===== src/rtl/uart_rx_packer_pkg.sv =====
// Shared UART RX packer types: packer state encoding and the FIFO entry layout.
package uart_rx_packer_pkg;

  localparam int BYTES_PER_WORD = 4;
  localparam int ENTRY_W        = 35;

  typedef enum logic {
    RX_IDLE    = 1'b0,
    RX_COLLECT = 1'b1
  } rx_state_e;

  // num holds 1..4 valid bytes; data is MSB-first with unused low bytes zero
  typedef struct packed {
    logic [2:0]  num;
    logic [31:0] data;
  } rx_entry_t;

endpackage


===== src/rtl/uart_word_fifo.sv =====
// Synchronous first-word-fall-through FIFO; pointers carry one extra wrap bit for level.
module uart_word_fifo #(
  parameter int WIDTH = 35,
  parameter int DEPTH = 4
) (
  input  logic                     clk,
  input  logic                     rst,
  input  logic                     push,
  input  logic [WIDTH-1:0]         push_data,
  input  logic                     pop,
  output logic [WIDTH-1:0]         pop_data,
  output logic                     full,
  output logic                     empty,
  output logic [$clog2(DEPTH):0]   level
);
  localparam int AW = $clog2(DEPTH);

  logic [WIDTH-1:0] mem [DEPTH];
  logic [AW:0]      wr_ptr, rd_ptr;
  logic             do_push, do_pop;

  assign level   = wr_ptr - rd_ptr;
  assign empty   = (wr_ptr == rd_ptr);
  assign full    = (level == (AW+1)'(DEPTH));
  assign do_pop  = pop & ~empty;
  // a pop in the same cycle frees the slot a full FIFO needs
  assign do_push = push & (~full | do_pop);

  always_ff @(posedge clk or posedge rst) begin
    if (rst) begin
      wr_ptr <= '0;
      rd_ptr <= '0;
    end else begin
      if (do_push) wr_ptr <= wr_ptr + 1'b1;
      if (do_pop)  rd_ptr <= rd_ptr + 1'b1;
    end
  end

  always_ff @(posedge clk) begin
    if (do_push) mem[wr_ptr[AW-1:0]] <= push_data;
  end

  assign pop_data = empty ? '0 : mem[rd_ptr[AW-1:0]];

endmodule


===== src/rtl/uart_rx_packer.sv =====
// Packs received UART bytes MSB-first into 32-bit words, flushing partial words after an idle gap.
module uart_rx_packer
  import uart_rx_packer_pkg::*;
#(
  parameter int DEPTH       = 4,
  parameter int IDLE_CYCLES = 4340
) (
  input  logic                   clk,
  input  logic                   rst,
  input  logic [7:0]             i_rx_data,
  input  logic                   i_rx_valid,
  input  logic                   i_rx_err,
  output logic [31:0]            o_rx_data,
  output logic [31:0]            o_rx_num,
  output logic                   o_rx_valid,
  input  logic                   i_rx_ack,
  output logic [$clog2(DEPTH):0] o_level,
  output logic                   o_busy,
  output logic                   o_overflow,
  output logic                   o_frame_err,
  input  logic                   i_clear_err
);
  localparam int TW = $clog2(IDLE_CYCLES + 1);
  localparam logic [TW-1:0] TMAX = TW'(IDLE_CYCLES - 1);

  rx_state_e   state, state_nxt;
  logic [2:0]  byte_cnt;
  logic [31:0] word, word_nxt;
  logic [TW-1:0] timer;
  logic        byte_ok, timeout, push, full, empty, drop;
  rx_entry_t   push_entry, head;

  assign byte_ok  = i_rx_valid & ~i_rx_err;
  assign timeout  = (state == RX_COLLECT) && (timer == TMAX) && !byte_ok;
  assign word_nxt = word | ({i_rx_data, 24'h0} >> {byte_cnt[1:0], 3'b000});

  always_ff @(posedge clk or posedge rst) begin
    if (rst) state <= RX_IDLE;
    else     state <= state_nxt;
  end

  always_comb begin
    state_nxt = state;
    case (state)
      RX_IDLE:    if (byte_ok) state_nxt = RX_COLLECT;
      RX_COLLECT: if ((byte_ok && byte_cnt == 3'd3) || timeout) state_nxt = RX_IDLE;
      default:    state_nxt = RX_IDLE;
    endcase
  end

  always_comb begin
    push       = (state == RX_COLLECT) && ((byte_ok && byte_cnt == 3'd3) || timeout);
    push_entry = byte_ok ? rx_entry_t'{num: 3'd4, data: word_nxt}
                         : rx_entry_t'{num: byte_cnt, data: word};
  end

  always_ff @(posedge clk or posedge rst) begin
    if (rst) begin
      word     <= '0;
      byte_cnt <= '0;
      timer    <= '0;
    end else if (push) begin
      word     <= '0;
      byte_cnt <= '0;
      timer    <= '0;
    end else if (byte_ok) begin
      word     <= word_nxt;
      byte_cnt <= byte_cnt + 3'd1;
      timer    <= '0;
    end else if (state == RX_COLLECT) begin
      timer    <= timer + 1'b1;
    end
  end

  assign drop = push & full & ~(i_rx_ack & ~empty);

  // set beats clear when both land in the same cycle
  always_ff @(posedge clk or posedge rst) begin
    if (rst) begin
      o_overflow  <= 1'b0;
      o_frame_err <= 1'b0;
    end else begin
      if (drop)                        o_overflow  <= 1'b1;
      else if (i_clear_err)            o_overflow  <= 1'b0;
      if (i_rx_valid && i_rx_err)      o_frame_err <= 1'b1;
      else if (i_clear_err)            o_frame_err <= 1'b0;
    end
  end

  uart_word_fifo #(.WIDTH(ENTRY_W), .DEPTH(DEPTH)) u_fifo (
    .clk       (clk),
    .rst       (rst),
    .push      (push),
    .push_data (push_entry),
    .pop       (i_rx_ack),
    .pop_data  (head),
    .full      (full),
    .empty     (empty),
    .level     (o_level)
  );

  assign o_rx_valid = ~empty;
  assign o_rx_data  = head.data;
  assign o_rx_num   = {29'd0, head.num};
  assign o_busy     = (state != RX_IDLE);

endmodule


===== config.mk =====
export PLATFORM = sky130hd
export DESIGN_NAME = uart_rx_packer
export DESIGN_NICKNAME = d
export VERILOG_FILES = /design/src/rtl/uart_rx_packer_pkg.sv /design/src/rtl/uart_word_fifo.sv /design/src/rtl/uart_rx_packer.sv
export SDC_FILE = /design/constraint.sdc
export NUM_CORES = 1
export LEC_CHECK = 0
export BUFFER_PORTS_ARGS = -buffer_cell sky130_fd_sc_hd__buf_2
export CORE_MARGIN = 4
export CORE_UTILIZATION = 25
export DETAILED_ROUTE_END_ITERATION = 8
export PLACE_DENSITY = 0.38
export RECOVER_POWER = 25
export SLEW_MARGIN = 20
export SYNTH_ARGS = -nofsm -noshare
export SYNTH_HDL_FRONTEND = slang
export SYNTH_SLANG_ARGS = --single-unit

===== constraint.sdc =====
create_clock -name clk -period 4.5 [get_ports clk]
set_clock_uncertainty 0.1 [all_clocks]
set_input_delay 0.675 -clock clk [delete_from_list [all_inputs] [get_ports clk]]
set_output_delay 0.675 -clock clk [all_outputs]
set_load 0.01 [all_outputs]

==> results by stage, run 1 <==
Synthesis:
- The number of flops mapped to enable cells by yosys is between 100 and 150.
- The basic-gate share of the synthesized area counting and, or, nand and nor cells is 8.96%.
- Synthesis produced 566 cells.
- The synthesized netlist devotes 1.71% of its cell area to adder and majority cells.
- The compound-cell area share of the yosys netlist is under 10%.
- The xor-xnor portion of the synthesized cell area is 0.721%.
- The Yosys step of the flow raised 0 warnings.
- The share of cell area taken by muxes after synthesis is under 10%.
- The main combinational cell family by area after synthesis is multiplexers.
- The proportion of synthesized flip-flops having asynchronous set or reset is between 20% and 30%.
- The register bit count reported by yosys is between 150 and 200.
- The count of different cell masters after synthesis is 51.
- The sequential share of the synthesized area is 66.2%.
- The prevailing post-synth register cell is edfxtp_1.
- The mean instance size in the synthesized netlist is 15.0 sq um.
- The total standard cell area after synthesis is 0.00851 sq mm.

Placement:
- The placed instance count is 1041.
- The total half-perimeter wirelength after legalization and detailed placement is 11.5 mm.
- The final estimated routing congestion in global placement is roughly 0.71.
- The count of buffers inserted at the top-level ports is 55.

Worst setup path:
- Data arrives at the worst endpoint at 2.41 ns.
- The worst setup path is captured at an output port.
- For this run, the slowest stage of the critical path takes between 0.6 and 0.7 ns.
- The worst-path cell with the longest stage delay is buf_4.
- The category of the critical setup timing path is reg -> out.
- For the worst flop-to-flop path, the logic depth is 8.
- The biggest fanout along the worst timing path is 37.
- The signal on the critical path passes through buf_4 > mux4_2 > and2_1 > buf_2.
- STA classifies the critical path startpoint as a flop.
- STA puts the critical path data required time at 3.72 ns.

Clock tree:
- The buffers inserted during post-CTS setup optimization is 0.
- The root cell of the clock tree is clkbuf_16.
- The number of buffers created by CTS is 17.
- The clock latency of the later-clocked register in the worst-skew pair is 0.43 ns.
- The clock passes through at most 2 buffers.
- After clock tree synthesis, the flow added hold-fix buffers numbering 0.
- The number of clock sinks is 197.
- The clock tree synthesis step divided the H-tree into 4 levels.
- Post-CTS repair changed the size of 0 cells.
- TritonCTS built the clock tree.
- After clock tree synthesis, the clock-pin slew on the worst setup and hold paths is 0.08 ns.

GRT:
- Entering global routing, the biggest net connects 58 pins.
- Global routing used a little over a tenth of the available tracks.
- The number of global-route vias before repair is 4901.
- For this run the aggregate overflow at the end of global routing stands at 0.
- The first-pass GRT wire length is 29.3 mm.
- The number of antenna violations at the first check in global routing is 1.

Worst hold path:
- In this run the worst hold path is classified as in -> async.

Detailed routing:
- The first routing iteration left 321 violations.
- In the routed design, unresolved DRC markers number 0.
- Detailed routing placed a total of 819 um of wire on met3.
- Summed over all nets, wire length on met2 after detailed routing comes to 9.09 mm.
- For this block, the routed nets add up to between 15 and 20 mm of wire.
- The uppermost signal routing layer after detailed routing is met5.
- Using the TritonRoute via totals, the vias-per-cell ratio works out to 4.41.
- The detailed-router iteration count before antenna repair is 5.
- The routed length on met1 is 8.97 mm.
- Dividing the detail-routed wire length by the instance count gives 17.7 um.
- The count of nets left with antenna violations once routing finished came out at 0.
- Across all layers, the routed design uses 4732 vias.

Die:
- The total area inside the core boundary comes to 0.0335 sq mm.
- The die covers roughly 0.037 sq mm.
- The vertical extent of the die is 192 um.
- The top-level port count is 85.
- Once the floorplan was initialized, standard cells occupied 25.4% of the core.
- The count of standard-cell rows is 67.
- The floorplan step set the die width to 192 um.

STA:
- The clock period could shrink to 3.19 ns.
- The total count of max-transition violations in the final report is 0.
- The actual transition at the worst max-transition pin is 1.08 ns.
- Timing would allow up to 314 MHz.
- The worst path uses 70.9% of the clock period.
- Setup repair after global routing left no endpoint under its margin.
- The number of setup violations in the final report is 0.
- Measured against its own limit, the worst slew margin works out to 27.2%.
- The number of hold violations in the final report is 0.
- The final hold slack is between 0.3 and 0.4 ns.
- Adding up every negative setup slack in the final design gives 0 ns.

Layout:
- Once layout is complete, the cells apart from fillers number 1073.
- The area growth from synthesis to layout is 14.7%.
- The number of fill cells is about 3400.
- The fraction of layout cells with a size suffix above 1 is 22.1%.
- The number of antenna diodes is 0.
- The layout net count is 637.

Power and ir drop:
- The switching part of the total is between 30% and 40%.
- The total power density per cell area is 588 mW/mm^2.
- In this run, the combinational gates consume 30.7% of the power.
- The net switching power is roughly 1900 uW.
- The leakage power total is 0.00367 uW.
- The clock power share is 28.7%.
- The power share of the sequential group is 40.6%.
- The peak supply drop is 308 uV.
- The cell-internal power is slightly below 4000 uW.

Job:
- The number of violations of the max-capacitance limit is 0.

Status:
- The flow ran to the end, and the final reports show no timing, DRC or antenna violations.
[Yosys cell counts, drive strengths merged, types with 5 or more instances]
master | instances | area (sq um)
edfxtp | 140 | 4200
nor2 | 40 | 160
ha | 10 | 125
dfrtp | 57 | 1430
a31oi | 35 | 219
inv | 13 | 48.8
and2 | 44 | 275
xnor2 | 6 | 52.6
buf | 41 | 307
a21o | 35 | 263
mux4 | 35 | 788
nand2 | 16 | 70.1
clkbuf | 24 | 100
nand3 | 11 | 55.1
nor3 | 5 | 30.0
o21ai | 12 | 63.8
[final timing paths]
kind / endpoint / start / slack [ns]
setup reg to reg: u_fifo.mem[2][17]$_DFFE_PP_ / u_fifo.wr_ptr[0]$_DFFE_PP0N_ / 1.43
setup / recovery: o_rx_data[24] / u_fifo.rd_ptr[0]$_DFFE_PP0P_ / 1.31
max in group asynchronous: u_fifo.rd_ptr[0]$_DFFE_PP0P_ / rst / 3.39
hold / removal: timer[7]$_DFFE_PP0P_ / rst / 0.35
hold reg to reg: timer[12]$_DFFE_PP0P_ / timer[12]$_DFFE_PP0P_ / 0.39
min in group clk: o_overflow$_DFFE_PP0P_ / i_clear_err / 0.35
[through the flow]
stage,cell area [sq um],util (%),worst slack (ns),total power [uW]
2_1_floorplan,8610,-,0.896,3570
3_5_place_dp,9110,27.2,1.39,4200
6_report,9760,29.1,1.31,5740
5_1_grt,9760,29.1,1.13,6100
4_1_cts,9770,29.1,1.23,5860
3_3_place_gp,9110,27.2,1.50,4180
[metal layers]
metal  global-route usage (%)  up-vias
met5                        0        -
met4                     2.14        2
met3                     2.75       14
met2                     17.0       98
met1                     14.3     2464
li1                         -     2154
[placed cells by master (no fill, tap or decap), drive strengths merged, types with 3 or more instances in the layout]
cell type	netlist	routed
nor2	40	40
or3	4	4
nand2	16	16
nand2b	4	4
edfxtp	140	140
and3	3	3
and2	44	44
nand3	11	11
buf	41	59
dfrtp	57	57
nor3	5	5
inv	13	23
clkinv	0	4
clkbuf	24	22
mux4	35	35
xnor2	6	6
o21ai	12	12
a21o	35	35
conb	1	29
o22ai	3	3
ha	10	10
a31oi	35	35
[power groups by stage]
stage	Clock [uW]	Combinational (uW)	Sequential (uW)
2_1_floorplan	0	1240	2330
3_3_place_gp	0	1820	2360
3_5_place_dp	0	1830	2360
4_1_cts	1700	1840	2320
5_1_grt	1770	1990	2340
6_report	1650	1760	2330
[flip-flops by register name, summed over array words and instances (netlist names)]
signal and cells:
timer 13, o_frame_err 1, u_fifo.mem 140, u_fifo.rd_ptr 3
o_overflow 1, byte_cnt 3, word 32, u_fifo.wr_ptr 3
o_busy 1
[cell type report]
| cell class | instances | area, sq um | area share [%] |
|---|---|---|---|
| flip-flops and latches | 197 | 5630 | 57.7 |
| multi-input cells | 319 | 2520 | 25.9 |
| well taps | 448 | 561 | 5.75 |
| clock buffers | 17 | 425 | 4.36 |
| repair buffers | 64 | 337 | 3.45 |
| clock inverters | 15 | 230 | 2.36 |
| inverters | 13 | 48.8 | 0.500 |
[worst max-delay path: cells and delay by family, from the launching register on]
family                 cells  cell delay, ns
buffers and inverters      2            0.80
muxes                      1            0.59
and+or+nand+nor            1            0.21
DFF                        1            0.36
[logic make-up (layout without fill, tap and decap cells)]
family	Yosys count	after routing
flip-flops	197	197
AND/OR/NAND/NOR	140	140
AO/OA/AOI/OAI	96	96
buffers and inverters	78	109
multiplexers	36	36
adder cells (fa/ha/maj)	11	11
XOR/XNOR	7	7
other	1	29
Note: power is estimated with default switching activity, not from simulation.
==> run 2: changes to the inputs <==
ABC_AREA = 1   (was not set)
PLACE_DENSITY = 0.4   (was 0.38)
clock period = 2.81 ns   (was 4.5 ns; I/O delays follow)
==> results by stage, run 2 <==
Detailed routing:
- The count of unresolved DRC violations after routing is 0 (unchanged).
- The detailed-router iteration count before antenna repair is 5 (unchanged).
- The number of vias per cell after detailed routing is 4.42 (was 4.41).
- The number of design-rule violations left by the first detailed-router iteration was 394 (was 321).
- The final wirelength is 25.0 mm (was 19.0 mm).
- The number of nets still failing antenna checks after routing is 0 (unchanged).
- The detailed-route via count is 6066 (was 4732).
- The wire length per cell after detailed routing is 18.2 um (was 17.7 um).

GRT:
- The first-pass GRT wire length is 37.2 mm (was 29.3 mm).
- The met1 track demand over resource in global routing is 18.1% (was 14.3%).
- The routing usage on met2 is 19.7% (was 17.0%).
- The busiest metal layer after global routing is met2 (unchanged).
- The number of antenna violations at the first check in global routing is 1 (unchanged).
- The pin count of the biggest net entering global routing was 39 (was 58).
- The number of global-route vias before repair came to 5921 (was 4901).
- The remaining global-route overflow came to 0 (unchanged).
- The total routing resource utilization after global routing is 12.7% (was 10.5%).
- The met3 layer usage reported by global route is 2.31% (was 2.75%).

Die:
- The vertical extent of the die is 195 um (was 192 um).
- The top-level port count was 85 (unchanged).
- The count of standard-cell rows came to 68 (was 67).
- The floorplan die area is 0.0382 sq mm (was 0.0370 sq mm).
- The floorplan die width is 195 um (was 192 um).
- The area of the core came to 0.0346 sq mm (was 0.0335 sq mm).
- The initial standard-cell utilization of the core came to 25.4% (about the same).

Status:
- Run status: complete, no violations (unchanged).

Synthesis:
- The count of different cell masters after synthesis is 33 (was 51).
- The prevailing post-synth register cell is edfxtp_1 (unchanged).
- The total standard cell area after synthesis came to 0.00878 sq mm (was 0.00851 sq mm).
- The total of warnings raised by yosys came to 0 (unchanged).
- The xor-xnor portion of the synthesized cell area is 0.798% (was 0.721%).
- Most area-consuming cells after synthesis: edfxtp_1 (48%), dfrtp_1 (16%), nor2_1 (7.9%) (was edfxtp_1 (49%), dfrtp_1 (17%), mux4_2 (9.3%)).
- The compound-cell area share of the yosys netlist came to 12.3% (was 7.63%).
- The most area-hungry cell type in the Yosys netlist is edfxtp_1 (unchanged).
- The proportion of synthesized flip-flops having asynchronous set or reset was 28.9% (unchanged).
- The mean instance size in the synthesized netlist is 10.5 sq um (was 15.0 sq um).
- The share of cell area taken by muxes after synthesis is 0% (was 9.40%).
- The main combinational cell family by area after synthesis is simple AND/OR/NAND/NOR gates (was multiplexers).
- The fraction of synthesized cell area taken by the top area cell type is 47.9% (was 49.4%).
- The basic-gate share of the synthesized area counting and, or, nand and nor cells came to 14.0% (was 8.96%).
- The most repeated cell in the gate-level netlist after synthesis is nor2_1 (was edfxtp_1).
- The number of flops mapped to enable cells by yosys is 140 (unchanged).
- The sequential share of the synthesized area was 64.1% (was 66.2%).
- The adder and majority cell fraction of the synthesized area was 1.65% (was 1.71%).
- The register bit count reported by yosys came to 197 (unchanged).
- Commonest cells in the netlist: nor2_1 (186), edfxtp_1 (140), o21ai_0 (87) (was edfxtp_1 (140), dfrtp_1 (57), and2_1 (44)).
- The synthesized netlist cell count was 834 (was 566).

Worst setup path:
- The category of the worst setup path launch point is a flop (unchanged).
- The worst-path cell with the longest stage delay is dfrtp_2 (was buf_4).
- The biggest fanout along the worst timing path is 38 (was 37).
- The arrival time at the worst endpoint is 2.19 ns (was 2.41 ns).
- The data required time at the worst endpoint is 2.29 ns (was 3.72 ns).
- The most repeated library cell on the critical path is buf_16.
- The sort of element at the end of the critical path is an output port (unchanged).
- The peak per-stage delay on the critical path was 0.44 ns (was 0.65 ns).
- Crit path cell chain: buf_12 > buf_16 > inv_8 > buf_16 > o21ai_2 > a21oi_1 > buf_4 > buf_2 (was buf_4 > mux4_2 > and2_1 > buf_2).
- The category of the critical setup timing path was reg -> out (unchanged).

Placement:
- The worst slack at placement is 0.0249 ns (was 1.39 ns).
- The final estimated routing congestion in global placement is 0.741 (was 0.713).
- The count of buffers inserted at the top-level ports was 55 (unchanged).
- The total half-perimeter wirelength after legalization and detailed placement is 15.1 mm (was 11.5 mm).

STA:
- The smallest clock period supported by the final layout is computed as 2.71 ns.
- The actual transition at the worst max-transition pin is 1.36 ns (was 1.08 ns).
- The relative slew slack is 9.55% (was 27.2%).
- The number of hold violations in the final report is 0 (unchanged).
- In the finished design, the share of the clock period the worst path needs comes to 96.6%.
- The highest attainable clock frequency is 368 MHz.
- The final worst-path setup slack was 0.0952 ns (was 1.31 ns).
- Setup repair after global routing missed its margin: yes (was no).
- The number of setup violations in the final report is 0 (unchanged).
- The total count of max-transition violations in the final report is 0 (unchanged).

Clock tree:
- The number of buffers created by CTS was 17 (unchanged).
- The count of H-tree levels built during CTS is 4 (unchanged).
- The number of clock sinks came to 197 (unchanged).
- The largest buffer count on any clock path came to 2 (unchanged).
- The clock latency of the later-clocked register in the worst-skew pair is 0.44 ns (was 0.43 ns).
- The root cell of the clock tree is clkbuf_16 (unchanged).
- The CTS tree was done (unchanged).
- The clock slew at the register clock pins of the worst setup and hold paths is 0.08 ns (about the same).

Layout:
- The number of flip-flops in the largest register is 140 (unchanged).
- The number of antenna diodes is 0 (unchanged).
- The layout net count is 929 (was 637).
- The area added between synthesis and finish is 20.2% (was 14.7%).
- Top library cells by usage in the layout, fill and taps aside: nor2_1 (183), edfxtp_1 (140), o21ai_0 (85), nand2_1 (62), dfrtp_1 (55) (was edfxtp_1 (140), dfrtp_1 (56), buf_2 (50), and2_1 (41), nor2_1 (36)).
- The commonest non-fill, non-tap cell in the layout is nor2_1 (was edfxtp_1).
- The fraction of layout cells with a size suffix above 1 is 20.3% (was 22.1%).
- The utilization of the core after routing is 30.5% (was 29.1%).

Power and ir drop:
- The total power density per cell area is 1030 mW/mm^2 (was 588 mW/mm^2).
- The leakage power total is 0.00409 uW (was 0.00367 uW).
- The peak supply drop came to 441 uV (was 308 uV).
- The total chip power is 10900 uW (was 5740 uW).

Worst hold path:
- The path type of the worst min-delay path is in -> reg (was in -> async).

Job:
- The number of violations of the max-capacitance limit is 0 (unchanged).
## run 2: cell count changes after synthesis, sizes merged, moves of 35 or more
cell | previous run | this run
a21oi | 2 | 62
mux4 | 35 | 0
a31oi | 35 | 0
and2 | 44 | 0
o21ai | 12 | 89
nor2 | 40 | 187
nand2 | 16 | 65
## run 2: cell type report
cell class | count | area (sq um)
clock buffers | 17 | 425
fillers | 3596 | 24100
multi-input cells | 542 | 2770
flip-flops and latches | 197 | 5630
inverters | 49 | 198
clock inverters | 15 | 185
well taps | 455 | 569
repair buffers | 97 | 783
## run 2: cell families (layout without fill, tap and decap cells)
family                   count (synthesis)  after routing
AO/OA/AOI/OAI                          191            191
buffers and inverters                  123            178
adder cells (fa/ha/maj)                 11             11
AND/OR/NAND/NOR                        303            303
XOR/XNOR                                 8              8
other                                    1             29
flip-flops                             197            197
## run 2: layer usage
layer	share of wire [%]	wire, um
met5	0.052	13
met3	3.5	880
met1	49	12300
met4	1.5	378
met2	46	11400
## run 2: worst paths after layout
check / slack, ns / endpoint / start / cells past startpoint
worst max-delay path: 0.1 / o_rx_num[2] / u_fifo.rd_ptr[0]$_DFFE_PP0P_ / 8
worst min-delay path: 0.1 / o_overflow$_DFFE_PP0P_ / i_clear_err / 2
worst max register to register: 0.48 / u_fifo.mem[0][23]$_DFFE_PP_ / u_fifo.wr_ptr[0]$_DFFE_PP0N_ / 9
worst min register to register: 0.39 / word[28]$_DFFE_PP0P_ / word[28]$_DFFE_PP0P_ / 2
max in group asynchronous: 0.40 / u_fifo.rd_ptr[1]$_DFFE_PP0P_ / rst / 4
min in group asynchronous: 0.65 / word[6]$_DFFE_PP0P_ / rst / 3
## run 2: power breakdown
| part | internal (uW) | switching (uW) |
|---|---|---|
| Sequential | 3640 | 197 |
| Combinational | 1740 | 2800 |
| Clock | 1230 | 1300 |
## run 2: stage by stage
| step | cells | TNS [ns] | cell area (sq um) | hold slack (ns) |
|---|---|---|---|---|
| after global placement | 1326 | 0 | 9640 | 0.362 |
| after floorplan | 862 | 0 | 8930 | 0.347 |
| final | 1372 | 0 | 10600 | 0.0972 |
| after CTS | 1362 | 0 | 10300 | 0.0777 |
| after detailed placement | 1326 | 0 | 9640 | 0.371 |
| after global routing | 1372 | -0.0629 | 10600 | 0.0806 |
## run 2: worst max-delay path, delay by kind of cell, from the launching register on
family / cells / cell delay (ns)
buffers and inverters: 6 / 0.89
AOI/OAI and AO/OA: 2 / 0.38
DFF: 1 / 0.44
## run 2: timing repair
action / in CTS / in global routing
pin swaps: 0 / 2
hold buffers: 1 / 0
gates cloned: 1 / 3
hold endpoints to repair: 21 / 0
resized for setup: 10 / 26
setup endpoints to repair: 13 / 17
setup buffers: 2 / 7
==> run 3: changes to the inputs <==
--- a/constraint.sdc
+++ b/constraint.sdc
@@ -3,3 +3,3 @@
 set_input_delay 0.4215 -clock clk [delete_from_list [all_inputs] [get_ports clk]]
 set_output_delay 0.4215 -clock clk [all_outputs]
-set_load 0.01 [all_outputs]
+set_load 0.02 [all_outputs]
==> results by stage, run 3 (synthesis results as in run 2) <==
Status:
- Run status: complete, no violations (unchanged).

Clock tree:
- The root cell of the clock tree is clkbuf_16 (unchanged).
- The clock latency of the later-clocked register in the worst-skew pair is 0.44 ns (about the same).
- The CTS tree was done (unchanged).
- The number of buffers created by CTS came to 17 (unchanged).
- The count of H-tree levels built during CTS is 4 (unchanged).
- The largest buffer count on any clock path came to 2 (unchanged).
- The clock slew at the register clock pins of the worst setup and hold paths came to 0.07 ns (was 0.08 ns).
- The number of clock sinks is 197 (unchanged).

Power and ir drop:
- The total power density per cell area is 1060 mW/mm^2 (was 1030 mW/mm^2).
- The peak supply drop came to 459 uV (was 441 uV).
- The leakage power total was 0.00398 uW (was 0.00409 uW).

Placement:
- The placed instance count is 1321 (was 1326).
- The count of buffers inserted at the top-level ports came to 55 (unchanged).
- The post-place instance area is 0.00960 sq mm (was 0.00964 sq mm).
- The final estimated routing congestion in global placement is 0.723 (was 0.741).
- The worst slack at placement is 0.286 ns (was 0.0249 ns).
- The total half-perimeter wirelength after legalization and detailed placement is 14.9 mm (was 15.1 mm).

Layout:
- The post-route non-filler standard cell count is 1360 (was 1372).
- The summed area of non-filler cells in the final layout is 0.0103 sq mm (was 0.0106 sq mm).
- The number of antenna diodes came to 0 (unchanged).
- The area added between synthesis and finish was 17.7% (was 20.2%).
- The number of fill cells is 3608 (was 3596).
- The fraction of layout cells with a size suffix above 1 is 17.2% (was 20.3%).
- The commonest non-fill, non-tap cell in the layout is nor2_1 (unchanged).
- Top library cells by usage in the layout, fill and taps aside: nor2_1 (182), edfxtp_1 (140), o21ai_0 (85), nand2_1 (62), a21oi_1 (57) (was nor2_1 (183), edfxtp_1 (140), o21ai_0 (85), nand2_1 (62), dfrtp_1 (55)).
- The layout net count was 917 (was 929).
- The number of flip-flops in the largest register is 140 (unchanged).

Worst hold path:
- The count of cells along the worst hold path is 2 (unchanged).
- The path type of the worst min-delay path was in -> reg (unchanged).

Die:
- The floorplan die area is 0.0382 sq mm (unchanged).
- The area of the core came to 0.0346 sq mm (unchanged).
- The count of standard-cell rows is 68 (unchanged).
- The vertical extent of the die came to 195 um (unchanged).
- The top-level port count is 85 (unchanged).
- The initial standard-cell utilization of the core was 25.4% (unchanged).
- The floorplan die width was 195 um (unchanged).

STA:
- The setup TNS is 0 ns (unchanged).
- The final critical-path share of the clock period is 96.9% (was 96.6%).
- The number of hold violations in the final report came to 0 (unchanged).
- The relative slew slack is 12.0% (was 9.55%).
- The highest attainable clock frequency was 367 MHz (was 368 MHz).
- The actual transition at the worst max-transition pin is 1.32 ns (was 1.36 ns).
- The shortest clock period the worst path allows after layout is 2.72 ns (was 2.71 ns).
- Setup repair after global routing missed its margin: yes (unchanged).
- The total count of max-transition violations in the final report is 0 (unchanged).
- The final worst-path setup slack is 0.0868 ns (was 0.0952 ns).
- The number of setup violations in the final report is 0 (unchanged).

Detailed routing:
- The final wirelength is 24.1 mm (was 25.0 mm).
- The detailed-route via count is 5961 (was 6066).
- The number of nets still failing antenna checks after routing is 0 (unchanged).
- The count of unresolved DRC violations after routing is 0 (unchanged).
- The detailed-router iteration count before antenna repair came to 5 (unchanged).
- The wire length per cell after detailed routing is 17.7 um (was 18.2 um).
- The number of design-rule violations left by the first detailed-router iteration came to 318 (was 394).
- The number of vias per cell after detailed routing is 4.38 (was 4.42).

GRT:
- The pin count of the biggest net entering global routing came to 57 (was 39).
- The remaining global-route overflow is 0 (unchanged).
- The total routing resource utilization after global routing is 12.5% (was 12.7%).
- The number of global-route vias before repair came to 5966 (was 5921).
- The first-pass GRT wire length is 37.0 mm (was 37.2 mm).
- The number of antenna violations at the first check in global routing is 0 (was 1).

Job:
- The number of violations of the max-capacitance limit came to 0 (unchanged).

Worst setup path:
- The worst-path cell with the longest stage delay is dfrtp_2 (unchanged).
- The number of cells on the worst reg-to-reg path is 9 (unchanged).
- The category of the worst setup path launch point was a flop (unchanged).
- The kind of cell adding the most delay to the critical path was buffers and inverters (unchanged).
- The logic depth of the worst setup path including buffers was 10 (was 8).
- The category of the critical setup timing path is reg -> out (unchanged).
- The biggest fanout along the worst timing path came to 17 (was 38).
- The number of buffer and inverter instances along the worst setup path is 6 (unchanged).
- The arrival time at the worst endpoint was 2.20 ns (was 2.19 ns).
- Crit path cell chain: inv_2 > ha_1 > nand2_1 > inv_1 > nand2_2 > clkinvlp_4 > buf_12 > clkbuf_16 > a21oi_1 > buf_4 (was buf_12 > buf_16 > inv_8 > buf_16 > o21ai_2 > a21oi_1 > buf_4 > buf_2).
- The sort of element at the end of the critical path is an output port (unchanged).
- The data required time at the worst endpoint is 2.29 ns (about the same).
- The peak per-stage delay on the critical path is 0.41 ns (was 0.44 ns).
## run 3: changes by cell type in the layout (fill, tap and decap cells not counted), moves of 3 or more
cell and change:
buf_2 -16, a21oi_1 +14, a21oi_2 -14, buf_4 +7, clkinv_8 -3, inv_8 -3
## run 3: stage by stage
step | utilization (%) | hold slack (ns) | total power, uW
floorplan | - | 0.347 | 6710
global placement | 27.7 | 0.361 | 8330
detailed placement | 27.7 | 0.368 | 8310
CTS | 29.5 | 0.0782 | 10800
global route | 29.8 | 0.0959 | 11800
finish | 29.8 | 0.0938 | 11000
## run 3: what timing repair did
action,CTS,global route
endpoints found under the hold margin,10,0
pin swaps,0,0
cloned,0,1
endpoints found under the setup margin,22,33
setup buffers,0,5
hold buffers,1,0
resized for setup,4,28
## run 3: path summary, 6_finish.rpt
kind / start / endpoint / slack, ns
worst max-delay path: u_fifo.rd_ptr[1]$_DFFE_PP0P_ / o_rx_data[29] / 0.09
worst min-delay path: i_clear_err / o_overflow$_DFFE_PP0P_ / 0.09
worst max register to register: u_fifo.wr_ptr[0]$_DFFE_PP0N_ / u_fifo.mem[1][32]$_DFFE_PP_ / 0.47
worst min register to register: word[28]$_DFFE_PP0P_ / word[28]$_DFFE_PP0P_ / 0.39
max in group asynchronous: rst / word[30]$_DFFE_PP0P_ / 0.41
min in group asynchronous: rst / word[2]$_DFFE_PP0P_ / 0.72
## run 3: layer usage
layer	part of all wire, %	GRT usage (%)	wire, um	up-vias
met5	0	0	0	-
li1	-	-	-	2930
met2	46	19.4	11200	106
met4	0.72	2.28	173	0
met3	3.5	2.33	832	12
met1	49	18.3	11900	2913
## run 3: final cells by class
| cell class | count | area [sq um] | area share (%) |
|---|---|---|---|
| Sequential cell | 197 | 5630 | 54.5 |
| Multi-Input combinational cell | 542 | 2710 | 26.2 |
| Timing Repair Buffer | 85 | 646 | 6.25 |
| Tap cell | 455 | 569 | 5.51 |
| Clock buffer | 18 | 429 | 4.15 |
| Inverter | 49 | 190 | 1.84 |
| Clock inverter | 14 | 161 | 1.56 |
## run 3: report_power, final
| group | switching (uW) | total, uW | internal [uW] |
|---|---|---|---|
| sequential | 188 | 3820 | 3640 |
| clock | 1210 | 2490 | 1280 |
| combinational | 3080 | 4670 | 1590 |
## run 3: worst register-to-register path, delay by kind of cell, from the launching register on
family,cells,cell delay [ns]
buf+inv,3,0.36
simple gates,4,0.53
fa+ha+maj,2,0.62
flops,1,0.40
